`src/rtl/iob_master.sv`:
```
// iob_master: master-side sequencer for the slow 68000-style I/O bus.
// Takes one read/write request at a time from the FSB bridge, runs the
// AS/DS/RnW handshake on emulated C8M ticks, supports DTACK, VPA/E-clock
// and BERR/timeout termination, and reports IOACT/IODONEout/IOBERR back.
//
// state   | meaning
// --------+-----------------------------------------------------------
// IDLE    | bus quiet, waiting for IORDREQ/IOWRREQ
// S0      | request latched, waiting for tick to drive AS (and read DS)
// S2      | AS driven, waiting for tick to drive write DS
// WAIT    | strobes out, waiting for BERR/DTACK/VPA or timeout
// VPA1    | VPA seen, waiting for E count 3 to assert VMA
// VPA2    | VMA asserted, waiting for E to fall
// S6      | terminated, waiting for tick to negate strobes
// REC     | recovery tick, then report DONE/BERR and release bridge
module iob_master #(
    parameter int CLKDIV  = 2,
    parameter int TIMEOUT = 255
) (
    input  logic CLK,
    input  logic nRES,
    input  logic IORDREQ,
    input  logic IOWRREQ,
    input  logic IOL0,
    input  logic IOU0,
    output logic IOACT,
    output logic IODONEout,
    output logic IOBERR,
    input  logic nDTACK,
    input  logic nVPA,
    input  logic nBERR_IOB,
    output logic nAS_IOB,
    output logic nLDS_IOB,
    output logic nUDS_IOB,
    output logic RnW_IOB,
    output logic E,
    output logic nVMA_IOB,
    output logic nDoutOE,
    output logic DinLE,
    output logic ALE0M
);

    typedef enum logic [2:0] {
        ST_IDLE, ST_S0, ST_S2, ST_WAIT, ST_VPA1, ST_VPA2, ST_S6, ST_REC
    } state_t;

    localparam logic [3:0] TICK_LAST = 4'(CLKDIV - 1);

    state_t     state, state_d;
    logic [3:0] tick_cnt;
    logic       tick;
    logic [3:0] e_cnt;
    logic [2:0] sync1, sync2;
    logic       berr_s, dtack_s, vpa_s;
    logic       rnw_q, l_q, u_q, err_q;
    logic       rnw_d, l_d, u_d, err_d;
    logic [7:0] to_cnt, to_d;
    logic [8:0] to_inc;
    logic       act_d, done_d, berr_d, as_d, lds_d, uds_d, rw_d, vma_d, oe_d, dinle_d, ale_d;

    assign tick = (tick_cnt == TICK_LAST);
    assign E    = (e_cnt >= 4'd6);

    assign berr_s  = !sync2[2];
    assign dtack_s = !sync2[1];
    assign vpa_s   = !sync2[0];

    // Free-running tick divider and the 10-state E clock counter it drives.
    always_ff @(posedge CLK) begin
        if (!nRES) begin
            tick_cnt <= 4'd0;
            e_cnt    <= 4'd0;
        end else begin
            tick_cnt <= tick ? 4'd0 : tick_cnt + 4'd1;
            if (tick)
                e_cnt <= (e_cnt == 4'd9) ? 4'd0 : e_cnt + 4'd1;
        end
    end

    // Two-flop synchronizers for the asynchronous bus terminations.
    always_ff @(posedge CLK) begin
        if (!nRES) begin
            sync1 <= 3'b111;
            sync2 <= 3'b111;
        end else begin
            sync1 <= {nBERR_IOB, nDTACK, nVPA};
            sync2 <= sync1;
        end
    end

    // Next-state and next-output decode; strobes only change on ticks.
    always_comb begin
        state_d = state;
        rnw_d   = rnw_q;
        l_d     = l_q;
        u_d     = u_q;
        err_d   = err_q;
        to_d    = to_cnt;
        act_d   = IOACT;
        done_d  = IODONEout;
        berr_d  = IOBERR;
        as_d    = nAS_IOB;
        lds_d   = nLDS_IOB;
        uds_d   = nUDS_IOB;
        rw_d    = RnW_IOB;
        vma_d   = nVMA_IOB;
        oe_d    = nDoutOE;
        dinle_d = 1'b0;
        ale_d   = ALE0M;
        to_inc  = {1'b0, to_cnt} + 9'd1;
        case (state)
            ST_IDLE: begin
                if (IORDREQ || IOWRREQ) begin
                    rnw_d   = IORDREQ;
                    l_d     = IOL0;
                    u_d     = IOU0;
                    err_d   = 1'b0;
                    act_d   = 1'b1;
                    ale_d   = 1'b1;
                    done_d  = 1'b0;
                    berr_d  = 1'b0;
                    state_d = ST_S0;
                end
            end
            ST_S0: begin
                if (tick) begin
                    as_d = 1'b0;
                    rw_d = rnw_q;
                    if (rnw_q) begin
                        lds_d = !l_q;
                        uds_d = !u_q;
                    end else begin
                        oe_d = 1'b0;
                    end
                    state_d = ST_S2;
                end
            end
            ST_S2: begin
                if (tick) begin
                    if (!rnw_q) begin
                        lds_d = !l_q;
                        uds_d = !u_q;
                    end
                    to_d    = 8'd0;
                    state_d = ST_WAIT;
                end
            end
            ST_WAIT: begin
                if (tick) begin
                    if (berr_s) begin
                        err_d   = 1'b1;
                        state_d = ST_S6;
                    end else if (dtack_s) begin
                        dinle_d = rnw_q && !err_q;
                        state_d = ST_S6;
                    end else if (vpa_s) begin
                        state_d = ST_VPA1;
                    end else begin
                        to_d = to_inc[7:0];
                        if (to_inc == 9'(TIMEOUT)) begin
                            err_d   = 1'b1;
                            state_d = ST_S6;
                        end
                    end
                end
            end
            ST_VPA1: begin
                if (tick && e_cnt == 4'd2) begin
                    vma_d   = 1'b0;
                    state_d = ST_VPA2;
                end
            end
            ST_VPA2: begin
                if (tick && e_cnt == 4'd9) begin
                    dinle_d = rnw_q && !err_q;
                    state_d = ST_S6;
                end
            end
            ST_S6: begin
                if (tick) begin
                    as_d    = 1'b1;
                    lds_d   = 1'b1;
                    uds_d   = 1'b1;
                    vma_d   = 1'b1;
                    oe_d    = 1'b1;
                    rw_d    = 1'b1;
                    state_d = ST_REC;
                end
            end
            ST_REC: begin
                if (tick) begin
                    act_d   = 1'b0;
                    ale_d   = 1'b0;
                    done_d  = !err_q;
                    berr_d  = err_q;
                    err_d   = 1'b0;
                    state_d = ST_IDLE;
                end
            end
            default: state_d = ST_IDLE;
        endcase
    end

    // State, latched request attributes and registered bus outputs.
    always_ff @(posedge CLK) begin
        if (!nRES) begin
            state     <= ST_IDLE;
            rnw_q     <= 1'b1;
            l_q       <= 1'b0;
            u_q       <= 1'b0;
            err_q     <= 1'b0;
            to_cnt    <= 8'd0;
            IOACT     <= 1'b0;
            IODONEout <= 1'b0;
            IOBERR    <= 1'b0;
            nAS_IOB   <= 1'b1;
            nLDS_IOB  <= 1'b1;
            nUDS_IOB  <= 1'b1;
            RnW_IOB   <= 1'b1;
            nVMA_IOB  <= 1'b1;
            nDoutOE   <= 1'b1;
            DinLE     <= 1'b0;
            ALE0M     <= 1'b0;
        end else begin
            state     <= state_d;
            rnw_q     <= rnw_d;
            l_q       <= l_d;
            u_q       <= u_d;
            err_q     <= err_d;
            to_cnt    <= to_d;
            IOACT     <= act_d;
            IODONEout <= done_d;
            IOBERR    <= berr_d;
            nAS_IOB   <= as_d;
            nLDS_IOB  <= lds_d;
            nUDS_IOB  <= uds_d;
            RnW_IOB   <= rw_d;
            nVMA_IOB  <= vma_d;
            nDoutOE   <= oe_d;
            DinLE     <= dinle_d;
            ALE0M     <= ale_d;
        end
    end

endmodule

```
`config.mk`:
```
export PLATFORM = sky130hd
export DESIGN_NAME = iob_master
export DESIGN_NICKNAME = d
export VERILOG_FILES = /design/src/rtl/iob_master.sv
export SDC_FILE = /design/constraint.sdc
export NUM_CORES = 1
export LEC_CHECK = 0
export ABC_AREA = 1
export ABC_CLOCK_PERIOD_IN_PS = 1600
export CAP_MARGIN = 20
export CORE_ASPECT_RATIO = 0.9
export CORE_MARGIN = 2
export CORE_UTILIZATION = 45
export CTS_BUF_LIST = sky130_fd_sc_hd__clkbuf_4 sky130_fd_sc_hd__clkbuf_8
export CTS_CLUSTER_DIAMETER = 40
export CTS_CLUSTER_SIZE = 8
export DETAILED_ROUTE_END_ITERATION = 16
export PLACE_DENSITY = 0.73
export SLEW_MARGIN = 30
export SYNTH_ARGS = -nofsm -noshare
export SYNTH_HDL_FRONTEND = slang
export SYNTH_SLANG_ARGS = --single-unit
export TNS_END_PERCENT = 30
```
`constraint.sdc`:
```
create_clock -name CLK -period 1.6 [get_ports CLK]
set_input_delay 0.16 -clock CLK [delete_from_list [all_inputs] [get_ports CLK]]
set_output_delay 0.16 -clock CLK [all_outputs]
set_load 0.02 [all_outputs]
```
==> summary.md, run 1 <==
| Metric | Value |
|---|---|
| Synth Area in Compound Gates | 15.6% |
| DRC | 0 |
| Final Hold Viols | 0 |
| Leakage | 0.00104 uW |
| Largest family of logic cells by synthesized area | simple AND/OR/NAND/NOR gates |
| Io pins | 21 |
| Initial antenna violation count | 0 |
| TritonCTS Buffers | 5 |
| PD cells | approximately 1400 nW/um^2 |
| FF-to-FF path depth | 11 |
| Routed Wire Length | 4180 um |
| Distinct cells, synth | 37 |
| Layout cells sized above 1 | around a quarter |
| Clock Tree Buf Depth | 2 |
| Post-layout minimum cycle time | 1.52 ns |
| Post-synthesis sequential area ratio | 40.2% |
| Setup TNS | 0 ns |
| N_diodes | 0 |
| DPL Wire Length | 2870 um |
| Synth Register Bits | 39 |
| CP Max Fanout | 6 |
| CP startpoint kind | register |
| Clk root buf | clkbuf_8 |
| TritonCTS clock tree | built |
| Mux cell area share after synthesis | 0% |
| FMAX | approximately 0.66 GHz |
| Worst hold path class | reg2reg |
| Port Buf Inserts | 20 |
| Non-Filler Instances | between 300 and 400 |
| Req. time, crit path | 1.78 ns |
| Grt total ovfl | 0 |
| Synthesized area per cell | ~7.3 sq um |
| Routed Antenna Nets | 0 |
| Vias in the first global route | 1529 |
| Gate Count Post-Synth | 265 |
| Top cell type's share of synthesized area | 40.2% |
| Die height | 66.3 um |
| WHS Path Cells | 1 |
| Status | complete, no violations |
| Crit Reg-Reg Endpoint | state[0] |
| Cell taking the most area after synthesis | dfxtp_1 |
| P&R area growth vs syn | 27.4% |
| Die area | 4850 sq um |
| Clk sinks | 39 |
| Mapped Area | 1940 sq um |
| Clock transition at path regs | 0.07 ns |
| Total Nets Final | between 300 and 400 |
| Filler cell count | 356 |
| Gpl congestion | roughly 0.8 |
| Setup crit end kind | register |
| Post-Syn Nets | 278 |
| Final Total Pwr | 3450 uW |
| Initial Util | 47.3% |
| Fraction of registers with async set/reset | 0% |
| Synth Area in Simple Gates | 31.5% |
| Hold Buf Count CTS | 0 |
| Largest net degree at the start of global routing | 15 |
| Clock skew | between 0.005 and 0.006 ns |
| Hold Crit Start | sync1[2] |
| H-tree levels | 2 |
| Placed Cells | around 340 |
| Worst R2R Setup Slack | 0.08 ns |
| Synth area leaders | dfxtp_1, nand2_1, inv_1 |
| Post-synth EDFFs | 0 |
| Peak VDD IR | between 0.6 and 0.7 mV |
| Max_slew headroom | between 70% and 80% |
| Xor and xnor area share after synthesis | less than 1% |
| Final Util | about three fifths |
| Max Cap Violations | 0 |
| Placeable Area | 4100 sq um |
| RSZ-0062 raised after global routing | yes |
| Vias per inst | 5.00 |
| Gr usage total | between 15 and 20% |
| Most common flop cell mapped by yosys | dfxtp_1 |
| Cell Rows | 22 |
| Die Wd | 73.2 um |
| Slew Viols, Final | 0 |
| Tcrit/Tclk final | a little over nine tenths |
| DR vias | 1761 |
| Post-DR wirelength/cell | roughly 12 um |
| First-pass GRT wire length | 6570 um |
| WHS Endpoint | sync2[2] |
| Crit Path Category | reg2reg |
| Synth Area in Adders | ~2.6% |
| RR Startpoint | tick_cnt[1] |
| DRT Pass-1 Iters | 4 |
| Yosys warnings | 0 |
| Worst slew pin tran | 0.373 ns |
| Clock Latency Late Sink | 0.29 ns |
| Critical Path AT | approximately 1.7 ns |
| Final setup fails | 0 |
| Initial drt markers | 80 |
==> worst max-delay path by stage <==
| stage | cells past startpoint | endpoint | start |
|---|---|---|---|
| 3_3_place_gp | 11 | state[0] | to_cnt[0] |
| 6_report | 11 | state[0] | tick_cnt[1] |
| 4_1_cts | 10 | state[0] | to_cnt[0] |
| 2_1_floorplan | 10 | state[0] | to_cnt[1] |
| 3_5_place_dp | 11 | state[0] | to_cnt[0] |
| 5_1_grt | 11 | err_q | to_cnt[1] |
==> synth_stat cells, types with 3 or more instances <==
cell / instances
nand3_1: 10
o21ai_1: 4
a211oi_1: 4
nor3_1: 6
o21ai_0: 15
nor2_1: 27
inv_2: 5
a31oi_1: 3
o21bai_1: 3
nand2_2: 10
buf_4: 3
nor2_2: 5
nand3_2: 4
nand4_1: 3
nand2_1: 46
a21oi_1: 14
or2_2: 7
ha_1: 4
dfxtp_1: 39
inv_1: 34
==> registers in the layout, summed over array words and instances (netlist names) <==
| signal | cells |
|---|---|
| l_q | 1 |
| rnw_q | 1 |
| u_q | 1 |
| DinLE | 1 |
| sync2 | 3 |
| tick_cnt | 4 |
| nVMA_IOB | 1 |
| err_q | 1 |
| IOBERR | 1 |
| ALE0M | 1 |
| IODONEout | 1 |
| nDoutOE | 1 |
| nUDS_IOB | 1 |
| nAS_IOB | 1 |
| sync1 | 3 |
| to_cnt | 8 |
| nLDS_IOB | 1 |
| state | 3 |
| RnW_IOB | 1 |
| e_cnt | 4 |
==> placed cells by master (no fill, tap or decap), types with 7 or more instances in the layout <==
master and n:
nor2_1 24, clkdlybuf4s50_1 19, inv_1 33, a21oi_1 12
nand2_2 10, buf_4 16, nand2_1 45, dfxtp_1 32
or2_2 7, o21ai_0 15, nand3_1 9
==> metal layers <==
layer  vias to the layer above  routed length (um)  track usage (%)
li1                        934                   -                -
met1                       795                2060             23.0
met2                        25                1910             26.7
met3                         7                 144             4.42
met4                         0                  69             8.56
met5                         -                   0                0
==> kinds of logic after synthesis <==
family | count (synthesis)
and+or+nand+nor | 124
DFF | 39
adders and majority gates | 4
xor gates and xnor gates | 1
buffers and inverters | 46
AOI/OAI and AO/OA | 51
==> stage by stage <==
| step | instance area (sq um) | hold WS (ns) | setup slack, ns |
|---|---|---|---|
| 6_report | 2470 | 0.415 | 0.0758 |
| 3_3_place_gp | 2230 | 0.396 | 0.00557 |
| 3_5_place_dp | 2230 | 0.402 | -0.0171 |
| 2_1_floorplan | 1940 | 0.267 | 0.132 |
| 5_1_grt | 2470 | 0.435 | -0.0692 |
| 4_1_cts | 2330 | 0.419 | 0.00914 |
==> where the power goes <==
group | internal [uW] | switching [uW] | total [uW]
Clock | 338 | 330 | 668
Combinational | 583 | 785 | 1370
Sequential | 1200 | 207 | 1410
Total | 2120 | 1320 | 3450
==> cell type report <==
type / count / area, sq um / area share [%]
repair buffers: 37 / 330 / 13.4
flip-flops and latches: 39 / 792 / 32.0
multi-input cells: 181 / 1050 / 42.4
clock inverters: 1 / 5.00 / 0.202
well taps: 48 / 60.1 / 2.43
clock buffers: 6 / 82.6 / 3.34
inverters: 40 / 155 / 6.28
==> critical path, cell delays in order (launching register included) <==
cell     delay (ns)
dfxtp_2        0.33
inv_1          0.06
ha_2           0.18
nand2_4        0.08
inv_4          0.09
nor3_1         0.05
inv_1          0.15
nand2_1        0.11
nor2_4         0.14
nand2_2        0.07
o21ai_1        0.11
a21oi_1        0.05
==> repair_timing <==
action,CTS,global route
gates resized for setup,3,24
gates cloned,0,1
setup endpoints to repair,5,17
setup buffers,0,8
pin swaps,0,15
Power figures use the tool's default switching activity.
==> inputs of run 2 (changes only) <==
Settings changed: CAP_MARGIN 20 to 5.
==> results of run 2 <==
Final layout, timing and power as in run 1 (identical DEF).
